`config.mk`:
```
export PLATFORM = sky130hd
export DESIGN_NAME = fetch_sequencer
export DESIGN_NICKNAME = d
export VERILOG_FILES = /design/src/rtl/fetch_sequencer_pkg.sv /design/src/rtl/fetch_sequencer_redirect_mux.sv /design/src/rtl/fetch_sequencer.sv
export SDC_FILE = /design/constraint.sdc
export NUM_CORES = 1
export LEC_CHECK = 0
export ABC_AREA = 1
export BUFFER_PORTS_ARGS = -buffer_cell sky130_fd_sc_hd__buf_2
export CORE_MARGIN = 2
export CORE_UTILIZATION = 49
export DETAILED_ROUTE_END_ITERATION = 6
export MAX_ROUTING_LAYER = met4
export PLACE_DENSITY = 0.88
export SLEW_MARGIN = 15
export SYNTH_ARGS = -nofsm -noshare
export SYNTH_HDL_FRONTEND = slang
export SYNTH_SLANG_ARGS = --single-unit
```
`constraint.sdc`:
```
create_clock -name clk -period 5.24 [get_ports clk]
set_input_delay 0.262 -clock clk [delete_from_list [all_inputs] [get_ports clk]]
set_output_delay 0.262 -clock clk [all_outputs]
set_load 0.03 [all_outputs]
```
`src/rtl/fetch_sequencer_pkg.sv`:
```
`default_nettype none
// +----------------------------------------------------------------------------+
// | Module   : fetch_sequencer_pkg                                             |
// | Purpose  : Shared fetch-stage definitions: sequencer FSM state encoding,   |
// |            the canonical NOP word and the default reset vector.            |
// | Revision : 1.0 - initial release                                           |
// +----------------------------------------------------------------------------+
package fetch_sequencer_pkg;

  typedef enum logic [1:0] {
    ST_IDLE = 2'd0,
    ST_REQ  = 2'd1,
    ST_WAIT = 2'd2,
    ST_HOLD = 2'd3
  } fetch_state_t;

  // addi x0, x0, 0
  localparam logic [31:0] c_NOP       = 32'h0000_0013;
  localparam logic [31:0] c_RESET_VEC = 32'h0000_0000;

endpackage
`default_nettype wire

```
`src/rtl/fetch_sequencer_redirect_mux.sv`:
```
`default_nettype none
// +----------------------------------------------------------------------------+
// | Module   : pc_redirect_mux                                                 |
// | Purpose  : Fixed-priority selection of the PC redirect source.             |
// |            Priority: trap > EX branch > ID jump.                           |
// | Ports    : trap_req/trap_pc, br_taken/br_target, jmp_req/jmp_target in;   |
// |            redirect_valid, redirect_target out (combinational).            |
// | Revision : 1.0 - initial release                                           |
// +----------------------------------------------------------------------------+
module pc_redirect_mux
  import fetch_sequencer_pkg::*;
#(
  parameter int XLEN = 32
) (
  input  logic            trap_req,
  input  logic [XLEN-1:0] trap_pc,
  input  logic            br_taken,
  input  logic [XLEN-1:0] br_target,
  input  logic            jmp_req,
  input  logic [XLEN-1:0] jmp_target,
  output logic            redirect_valid,
  output logic [XLEN-1:0] redirect_target
);

  always_comb begin
    redirect_valid = trap_req | br_taken | jmp_req;
    if (trap_req) begin
      redirect_target = trap_pc;
    end else if (br_taken) begin
      redirect_target = br_target;
    end else begin
      redirect_target = jmp_target;
    end
  end

endmodule
`default_nettype wire

```
`src/rtl/fetch_sequencer.sv`:
```
`default_nettype none
// +----------------------------------------------------------------------------+
// | Module   : fetch_sequencer                                                 |
// | Purpose  : Fetch-stage PC sequencer with a single-outstanding instruction  |
// |            memory handshake, redirect arbitration, stale-response drop    |
// |            and an IF/ID holding slot for hazard stalls.                    |
// | Ports    : clk, reset (async, active-high)                                 |
// |            stall                          - IF/ID cannot accept           |
// |            trap_*/br_*/jmp_*              - redirect sources              |
// |            imem_req/addr/gnt/rvalid/rdata - instruction memory port       |
// |            if_valid/if_pc/if_instr        - to IF/ID register             |
// |            pc_next                        - next fetch PC (trace)         |
// | Revision : 1.0 - initial release                                           |
// +----------------------------------------------------------------------------+
module fetch_sequencer
  import fetch_sequencer_pkg::*;
#(
  parameter int              XLEN      = 32,
  parameter logic [XLEN-1:0] RESET_VEC = XLEN'(c_RESET_VEC)
) (
  input  logic            clk,
  input  logic            reset,
  input  logic            stall,
  input  logic            trap_req,
  input  logic [XLEN-1:0] trap_pc,
  input  logic            br_taken,
  input  logic [XLEN-1:0] br_target,
  input  logic            jmp_req,
  input  logic [XLEN-1:0] jmp_target,
  output logic            imem_req,
  output logic [XLEN-1:0] imem_addr,
  input  logic            imem_gnt,
  input  logic            imem_rvalid,
  input  logic [XLEN-1:0] imem_rdata,
  output logic            if_valid,
  output logic [XLEN-1:0] if_pc,
  output logic [XLEN-1:0] if_instr,
  output logic [XLEN-1:0] pc_next
);

  fetch_state_t    r_state, w_state_next;
  logic [XLEN-1:0] r_pc, w_pc_next;
  logic [XLEN-1:0] r_req_pc, w_req_pc_next;
  logic            r_drop, w_drop_next;
  logic            r_if_valid, w_if_valid_next;
  logic [XLEN-1:0] r_if_pc, w_if_pc_next;
  logic [XLEN-1:0] r_if_instr, w_if_instr_next;

  logic            w_rd_valid;
  logic [XLEN-1:0] w_rd_target;
  logic            w_accept;

  pc_redirect_mux #(.XLEN(XLEN)) u_redirect_mux (
    .trap_req        (trap_req),
    .trap_pc         (trap_pc),
    .br_taken        (br_taken),
    .br_target       (br_target),
    .jmp_req         (jmp_req),
    .jmp_target      (jmp_target),
    .redirect_valid  (w_rd_valid),
    .redirect_target (w_rd_target)
  );

  // A response is only kept if it belongs to a live fetch and no redirect
  // lands in the same cycle; rvalid outside WAIT is ignored entirely.
  assign w_accept = (r_state == ST_WAIT) && imem_rvalid && !r_drop && !w_rd_valid;

  always_ff @(posedge clk or posedge reset) begin
    if (reset) begin
      r_state    <= ST_IDLE;
      r_pc       <= RESET_VEC;
      r_req_pc   <= RESET_VEC;
      r_drop     <= 1'b0;
      r_if_valid <= 1'b0;
      r_if_pc    <= '0;
      r_if_instr <= XLEN'(c_NOP);
    end else begin
      r_state    <= w_state_next;
      r_pc       <= w_pc_next;
      r_req_pc   <= w_req_pc_next;
      r_drop     <= w_drop_next;
      r_if_valid <= w_if_valid_next;
      r_if_pc    <= w_if_pc_next;
      r_if_instr <= w_if_instr_next;
    end
  end

  always_comb begin
    w_state_next    = r_state;
    w_req_pc_next   = r_req_pc;
    w_drop_next     = r_drop;
    // if_valid is a one-cycle presentation unless HOLD keeps it alive.
    w_if_valid_next = 1'b0;
    w_if_pc_next    = r_if_pc;
    w_if_instr_next = r_if_instr;

    // PC is loaded every edge; wraps modulo 2^XLEN naturally.
    if (w_rd_valid) begin
      w_pc_next = w_rd_target;
    end else if (w_accept) begin
      w_pc_next = r_req_pc + XLEN'(4);
    end else begin
      w_pc_next = r_pc;
    end

    case (r_state)
      ST_IDLE: begin
        w_state_next = ST_REQ;
      end

      ST_REQ: begin
        if (imem_gnt) begin
          w_state_next  = ST_WAIT;
          w_req_pc_next = r_pc;
          // Granted address is already stale if a redirect hits this cycle.
          w_drop_next   = w_rd_valid;
        end
      end

      ST_WAIT: begin
        if (imem_rvalid) begin
          w_drop_next = 1'b0;
          if (w_accept) begin
            w_if_valid_next = 1'b1;
            w_if_pc_next    = r_req_pc;
            w_if_instr_next = imem_rdata;
            w_state_next    = stall ? ST_HOLD : ST_REQ;
          end else begin
            w_state_next = ST_REQ;
          end
        end else if (w_rd_valid) begin
          w_drop_next = 1'b1;
        end
      end

      ST_HOLD: begin
        if (w_rd_valid || !stall) begin
          w_state_next = ST_REQ;
        end else begin
          w_if_valid_next = 1'b1;
        end
      end

      default: begin
        w_state_next = ST_IDLE;
      end
    endcase
  end

  assign imem_req  = (r_state == ST_REQ);
  assign imem_addr = r_pc;
  assign if_valid  = r_if_valid;
  assign if_pc     = r_if_pc;
  assign if_instr  = r_if_instr;
  assign pc_next   = w_pc_next;

endmodule
`default_nettype wire

```
Word-level counts from Yosys, hierarchy flattened --
Index checks and enable logic that the tools add are counted. W data, S select, Z words.
Cells by class: reduce and logical (&&, ||, !) cells 13, bitwise logic cells 2, $add $sub $neg 1, mux-type cells 18, eq/ne operators 7
Operators by type and width (number):
- $mux W32 | 4
- $add A32 B3 Y32 const B | 1
- $mux W2 | 5
- $reduce_and A3 Y1 | 3
- $pmux W2 S4 | 1
- $mux W1 | 6
- $eq A2 B2 Y1 const B | 2
- $ne A2 B2 Y1 const B | 2
- $pmux W1 S2 | 2
- $logic_and A1 B1 Y1 | 3
- $logic_not A1 Y1 | 3
- $ne A3 B3 Y1 const B | 1
- $eq A2 B1 Y1 const B | 1
- $logic_not A2 Y1 | 1
- $ne A2 B1 Y1 const B | 1
- $or A1 B1 Y1 | 2
- $reduce_and A2 Y1 | 1
- $reduce_bool A2 Y1 | 1
- $logic_or A1 B1 Y1 | 1
Storage, ports and cells: register bits after elaboration 132, input bits 136, word-level logic and storage cells 48, output and inout port bits 130

Longest topological paths before layout --
depth after elaboration 7, depth in mapped cells 12, gate-level depth less buffers 10

Hierarchy --
Synthesis repeated with hierarchy kept, for this count alone.
Unflattened totals: cells, all modules 1003, area, all modules 7265.7 um^2
By module, submodules not included:
- fetch_sequencer | area each 6190.9 um^2, cells each 761, times used 1, sequential area each 3306.9 um^2
- pc_redirect_mux | area each 1074.8 um^2, cells each 242, times used 1, sequential area each 0.0 um^2

Worst setup path after synthesis --
Ideal clock, no wire load.
path kind reg-to-output, start point register r_state[0], end point output port pc_next[7], required time 4.978 ns, slack 3.083 ns, arrival time 1.895 ns, cell stages (with the launch flop) 10, path through dfrtp_1 -> inv_1 -> ha_1 -> nand2_1 -> nor2_2 -> inv_2 -> nor2_4 -> buf_2 -> nand2_1 -> o221ai_1
Between the ends: cells in the longest elaborated chain, start to end 6
RTL lines:
- from (decl) | line fetch_sequencer.sv:41 | fetch_state_t r_state, w_state_next;
- from (signal assigned) | line fetch_sequencer.sv:78 | r_state <= w_state_next;
- $eq A2 B2 Y1 | line fetch_sequencer.sv:66 | assign w_accept = (r_state == ST_WAIT) && imem_rvalid && !r_drop && !w_rd_valid;
- $logic_and A1 B1 Y1 (3 in series) | line fetch_sequencer.sv:66
- $mux W32 | line fetch_sequencer.sv:100 | end else if (w_accept) begin
- $mux W32 | line fetch_sequencer.sv:98 | if (w_rd_valid) begin
- to (decl) | line fetch_sequencer.sv:38 | output logic [XLEN-1:0] pc_next
Every way passes these cells.

Final worst setup path --
start point input port trap_req, end point output port pc_next[13]
Between the ends: cells in the longest elaborated chain, start to end 6
RTL lines:
- from (decl) | line fetch_sequencer.sv:24 | input logic trap_req,
- $or A1 B1 Y1 (2 in series) | line fetch_sequencer_redirect_mux.sv:26 | redirect_valid = trap_req | br_taken | jmp_req;
- $logic_not A1 Y1 | line fetch_sequencer.sv:66
- $logic_and A1 B1 Y1 | line fetch_sequencer.sv:66
- $mux W32 | line fetch_sequencer.sv:100
- $mux W32 (*) | line fetch_sequencer.sv:98
Mark *: on every way between the ends. The rest lies on a longest branch, timed or not.

==> out/qor.txt <==
run status -> complete, no violations
detailed-route wire length per cell -> 15.9 um
Syn Nets -> 1048
count of yosys warnings during synthesis -> 0
detailed-route wire length -> 21300 um
most used flip-flop cell after synthesis -> sky130_fd_sc_hd__dfrtp_1
CTS Buffer Depth -> 2
synth top area cells -> sky130_fd_sc_hd__dfrtp_1, sky130_fd_sc_hd__nand2_1, sky130_fd_sc_hd__nor2_1
crit path launch type -> primary input
endpoint class of the critical path -> primary output
Finish-stage setup viols -> 0
fin nets -> 1291
post-synthesis cell area -> 6750 sq um
ant diodes -> 0
Filler Cells Inserted -> 1183
actual slew at the worst max-slew pin -> 1140 ps
via count -> 7128
library cell occupying the most area in the post-synthesis netlist -> sky130_fd_sc_hd__dfrtp_1
fraction of layout cells with a size suffix above 1 -> 27.6%
share of synthesized registers carrying an async set or reset -> 100%
Post-Route Skew -> 6.52 ps
Pleak -> 4.83 nW
Critical Path Fanout Max -> 75
number of setup buffers added after CTS -> 0
final count of hold timing violations -> 0
Clk Latency, worst-skew pair -> 430 ps
synthesized area divided by synthesized cell count -> 7.45 sq um
post-detailed-route DRC marker count -> 0
maximum capacitance violations -> 0
placement row count -> 42
path class of the lowest-slack min-delay path -> in2async
core area -> 13300 sq um
CTS H-tree depth -> 4
number of buffer cells added on primary ports -> 265
clk root buf -> sky130_fd_sc_hd__clkbuf_16
initial antenna violation count -> 0
die height -> 121 um
worst setup slack for register-to-register paths -> 2900 ps
area taken by flip-flops and latches -> 3310 sq um
headroom to the max-slew limit -> 24.0%
power density of the placed cells -> 499 nW/um^2
number of synthesized flops with an enable pin -> 0
unrepaired setup endpoints after global routing -> false
Final Max Slew Viols -> 0
post-synthesis to final-layout area growth -> 29.1%
antenna-violating nets left -> 0
portion of synthesized cell area occupied by the leading cell type -> 47.8%
final critical-path required period -> 3390 ps
number of buffers inserted for hold repair after clock tree synthesis -> 0
share of the cycle needed by the critical path after routing -> 64.8%
clock sinks -> 132
die boundary width -> 121 um
placer's final routability congestion estimate -> 0.902
required time of the critical path -> 4980 ps
pin count of the biggest net entering global routing -> 77
maximum clock frequency -> 295 MHz
Iteration-0 DRC Markers -> 714
starting density of the core -> 50.6%
DIE AREA -> 14700 sq um
number of buffers created by CTS -> 17
global-route wire length before repair -> 33800 um
start-to-end type of the worst setup path -> in2out
flip-flop and latch count after synthesis -> 132
Pre-antenna DRT Iters -> 6
number of global-route vias before repair -> 6710
# IOs -> 266
Register-to-Register Path Depth -> 10
Overflow after GRT -> 0
routed via count divided by cell count -> 5.32
number of distinct library cells after synthesis -> 31
multi-input logic area -> 2970 sq um
CTS clock-pin slew for the worst setup and hold paths -> 60 ps
clock tree from TritonCTS -> done
worst reg2reg startpoint -> r_state[0]$_DFFE_PP0P_
Min Hold Slack -> 25.4 ps
Gate Count Post-Synth -> 907
all-layer global routing usage -> 30.4%
post-cts resize count -> 0
maximum vdd ir drop -> 0.275 mV
sequential share of the synthesized area -> 49.0%
critical path arrival -> 3130 ps
capture point of the worst reg-to-reg path -> imem_addr[13]$_DFF_PP0_
accumulated negative setup slack -> 0 ps
dpl hpwl -> 15400 um
-- metal layers --
| layer | wire length, um | part of all wire (%) | vias up | GRT usage (%) |
|---|---|---|---|---|
| met1 | 9000 | 42 | 3276 | 40.4 |
| met2 | 9870 | 46 | 389 | 46.9 |
| met3 | 1800 | 8.5 | 68 | 5.26 |
| li1 | - | - | 3395 | - |
| met5 | 0 | 0 | - | - |
| met4 | 596 | 2.8 | 0 | 11.9 |
-- cell usage after synthesis (3+ instances only) --
master	number
sky130_fd_sc_hd__nand2_1	288
sky130_fd_sc_hd__nor2_1	155
sky130_fd_sc_hd__dfrtp_1	129
sky130_fd_sc_hd__nand3_1	73
sky130_fd_sc_hd__inv_1	63
sky130_fd_sc_hd__a21oi_1	51
sky130_fd_sc_hd__o21ai_0	25
sky130_fd_sc_hd__clkbuf_1	22
sky130_fd_sc_hd__o211ai_1	19
sky130_fd_sc_hd__buf_2	14
sky130_fd_sc_hd__o31ai_1	13
sky130_fd_sc_hd__o21ai_1	7
sky130_fd_sc_hd__ha_1	5
sky130_fd_sc_hd__buf_4	4
sky130_fd_sc_hd__buf_6	4
sky130_fd_sc_hd__nor2_2	4
sky130_fd_sc_hd__o221ai_1	4
sky130_fd_sc_hd__xor2_1	4
sky130_fd_sc_hd__dfstp_2	3
sky130_fd_sc_hd__inv_2	3
sky130_fd_sc_hd__nor2_4	3
-- through the flow --
stage          cell area, sq um  cells  total power, mW  worst slack (ps)  utilization [%]
2_1_floorplan              6750    907             2.61              1460                -
3_3_place_gp               8110   1307             3.07              1910             60.8
3_5_place_dp               8110   1307             3.11              1890             60.8
4_1_cts                    8720   1339             4.35              1880             65.3
5_1_grt                    8720   1339             4.60              1590             65.3
6_report                   8720   1339             4.35              1850             65.3
-- critical path: stages --
cell                      delay [ps]
sky130_fd_sc_hd__buf_2           370
sky130_fd_sc_hd__inv_2           360
sky130_fd_sc_hd__nand2_4         430
sky130_fd_sc_hd__inv_2           100
sky130_fd_sc_hd__nand2_4         590
sky130_fd_sc_hd__buf_4           420
sky130_fd_sc_hd__nand2_1          90
sky130_fd_sc_hd__nand3_1         100
sky130_fd_sc_hd__nand2_1          70
sky130_fd_sc_hd__nand2_1          80
sky130_fd_sc_hd__buf_2           200
-- power breakdown --
part	leakage, nW	internal [mW]	total [mW]	switching (mW)
clock	0.302	0.751	1.21	0.464
sequential	1.65	1.33	1.58	0.251
combinational	2.88	0.445	1.55	1.11
-- cell usage in the layout, fill, tap and decap left out, types with 4 or more instances in the layout --
cell type and count:
sky130_fd_sc_hd__a21oi_1 51, sky130_fd_sc_hd__buf_2 265, sky130_fd_sc_hd__buf_4 5, sky130_fd_sc_hd__clkbuf_16 17
sky130_fd_sc_hd__clkinv_2 4, sky130_fd_sc_hd__clkinv_4 5, sky130_fd_sc_hd__dfrtp_1 129, sky130_fd_sc_hd__ha_1 5
sky130_fd_sc_hd__inv_1 62, sky130_fd_sc_hd__nand2_1 287, sky130_fd_sc_hd__nand3_1 73, sky130_fd_sc_hd__nor2_1 155
sky130_fd_sc_hd__nor2_2 4, sky130_fd_sc_hd__o211ai_1 19, sky130_fd_sc_hd__o21ai_0 25, sky130_fd_sc_hd__o21ai_1 7
sky130_fd_sc_hd__o221ai_1 4, sky130_fd_sc_hd__o31ai_1 13, sky130_fd_sc_hd__xor2_1 4
-- cell families (layout without fill, tap and decap cells) --
logic type / count (synthesis) / in the layout / share of synthesized area, %
adder cells (fa/ha/maj): 5 / 5 / 0.926
XOR/XNOR: 5 / 5 / 0.648
flip-flops: 132 / 132 / 49.0
AO/OA/AOI/OAI: 121 / 121 / 10.4
AND/OR/NAND/NOR: 531 / 531 / 31.7
buffers and inverters: 112 / 368 / 7.15
multiplexers: 1 / 1 / 0.167
-- state kept, by name, indices dropped and copies added (netlist names) --
name / cells
r_req_pc: 32
if_instr: 32
imem_addr: 32
if_valid: 1
r_state: 2
if_pc: 32
r_drop: 1
-- cell type report --
type / count / share of cell area, %
Clock buffer: 17 / 4.88
Clock inverter: 15 / 2.07
Inverter: 66 / 2.87
Multi-Input combinational cell: 663 / 34.1
Sequential cell: 132 / 37.9
Tap cell: 176 / 2.53
Timing Repair Buffer: 270 / 15.6
-- worst max path at each step --
stage	to	start	depth (start not counted)
4_1_cts	pc_next[13]	trap_req	11
2_1_floorplan	if_instr[10]$_DFFE_PP0P_	reset	1
6_report	pc_next[13]	trap_req	11
3_5_place_dp	pc_next[13]	trap_req	11
3_3_place_gp	pc_next[13]	trap_req	11
5_1_grt	pc_next[13]	trap_req	11
Note: power is estimated with default switching activity, not from simulation.
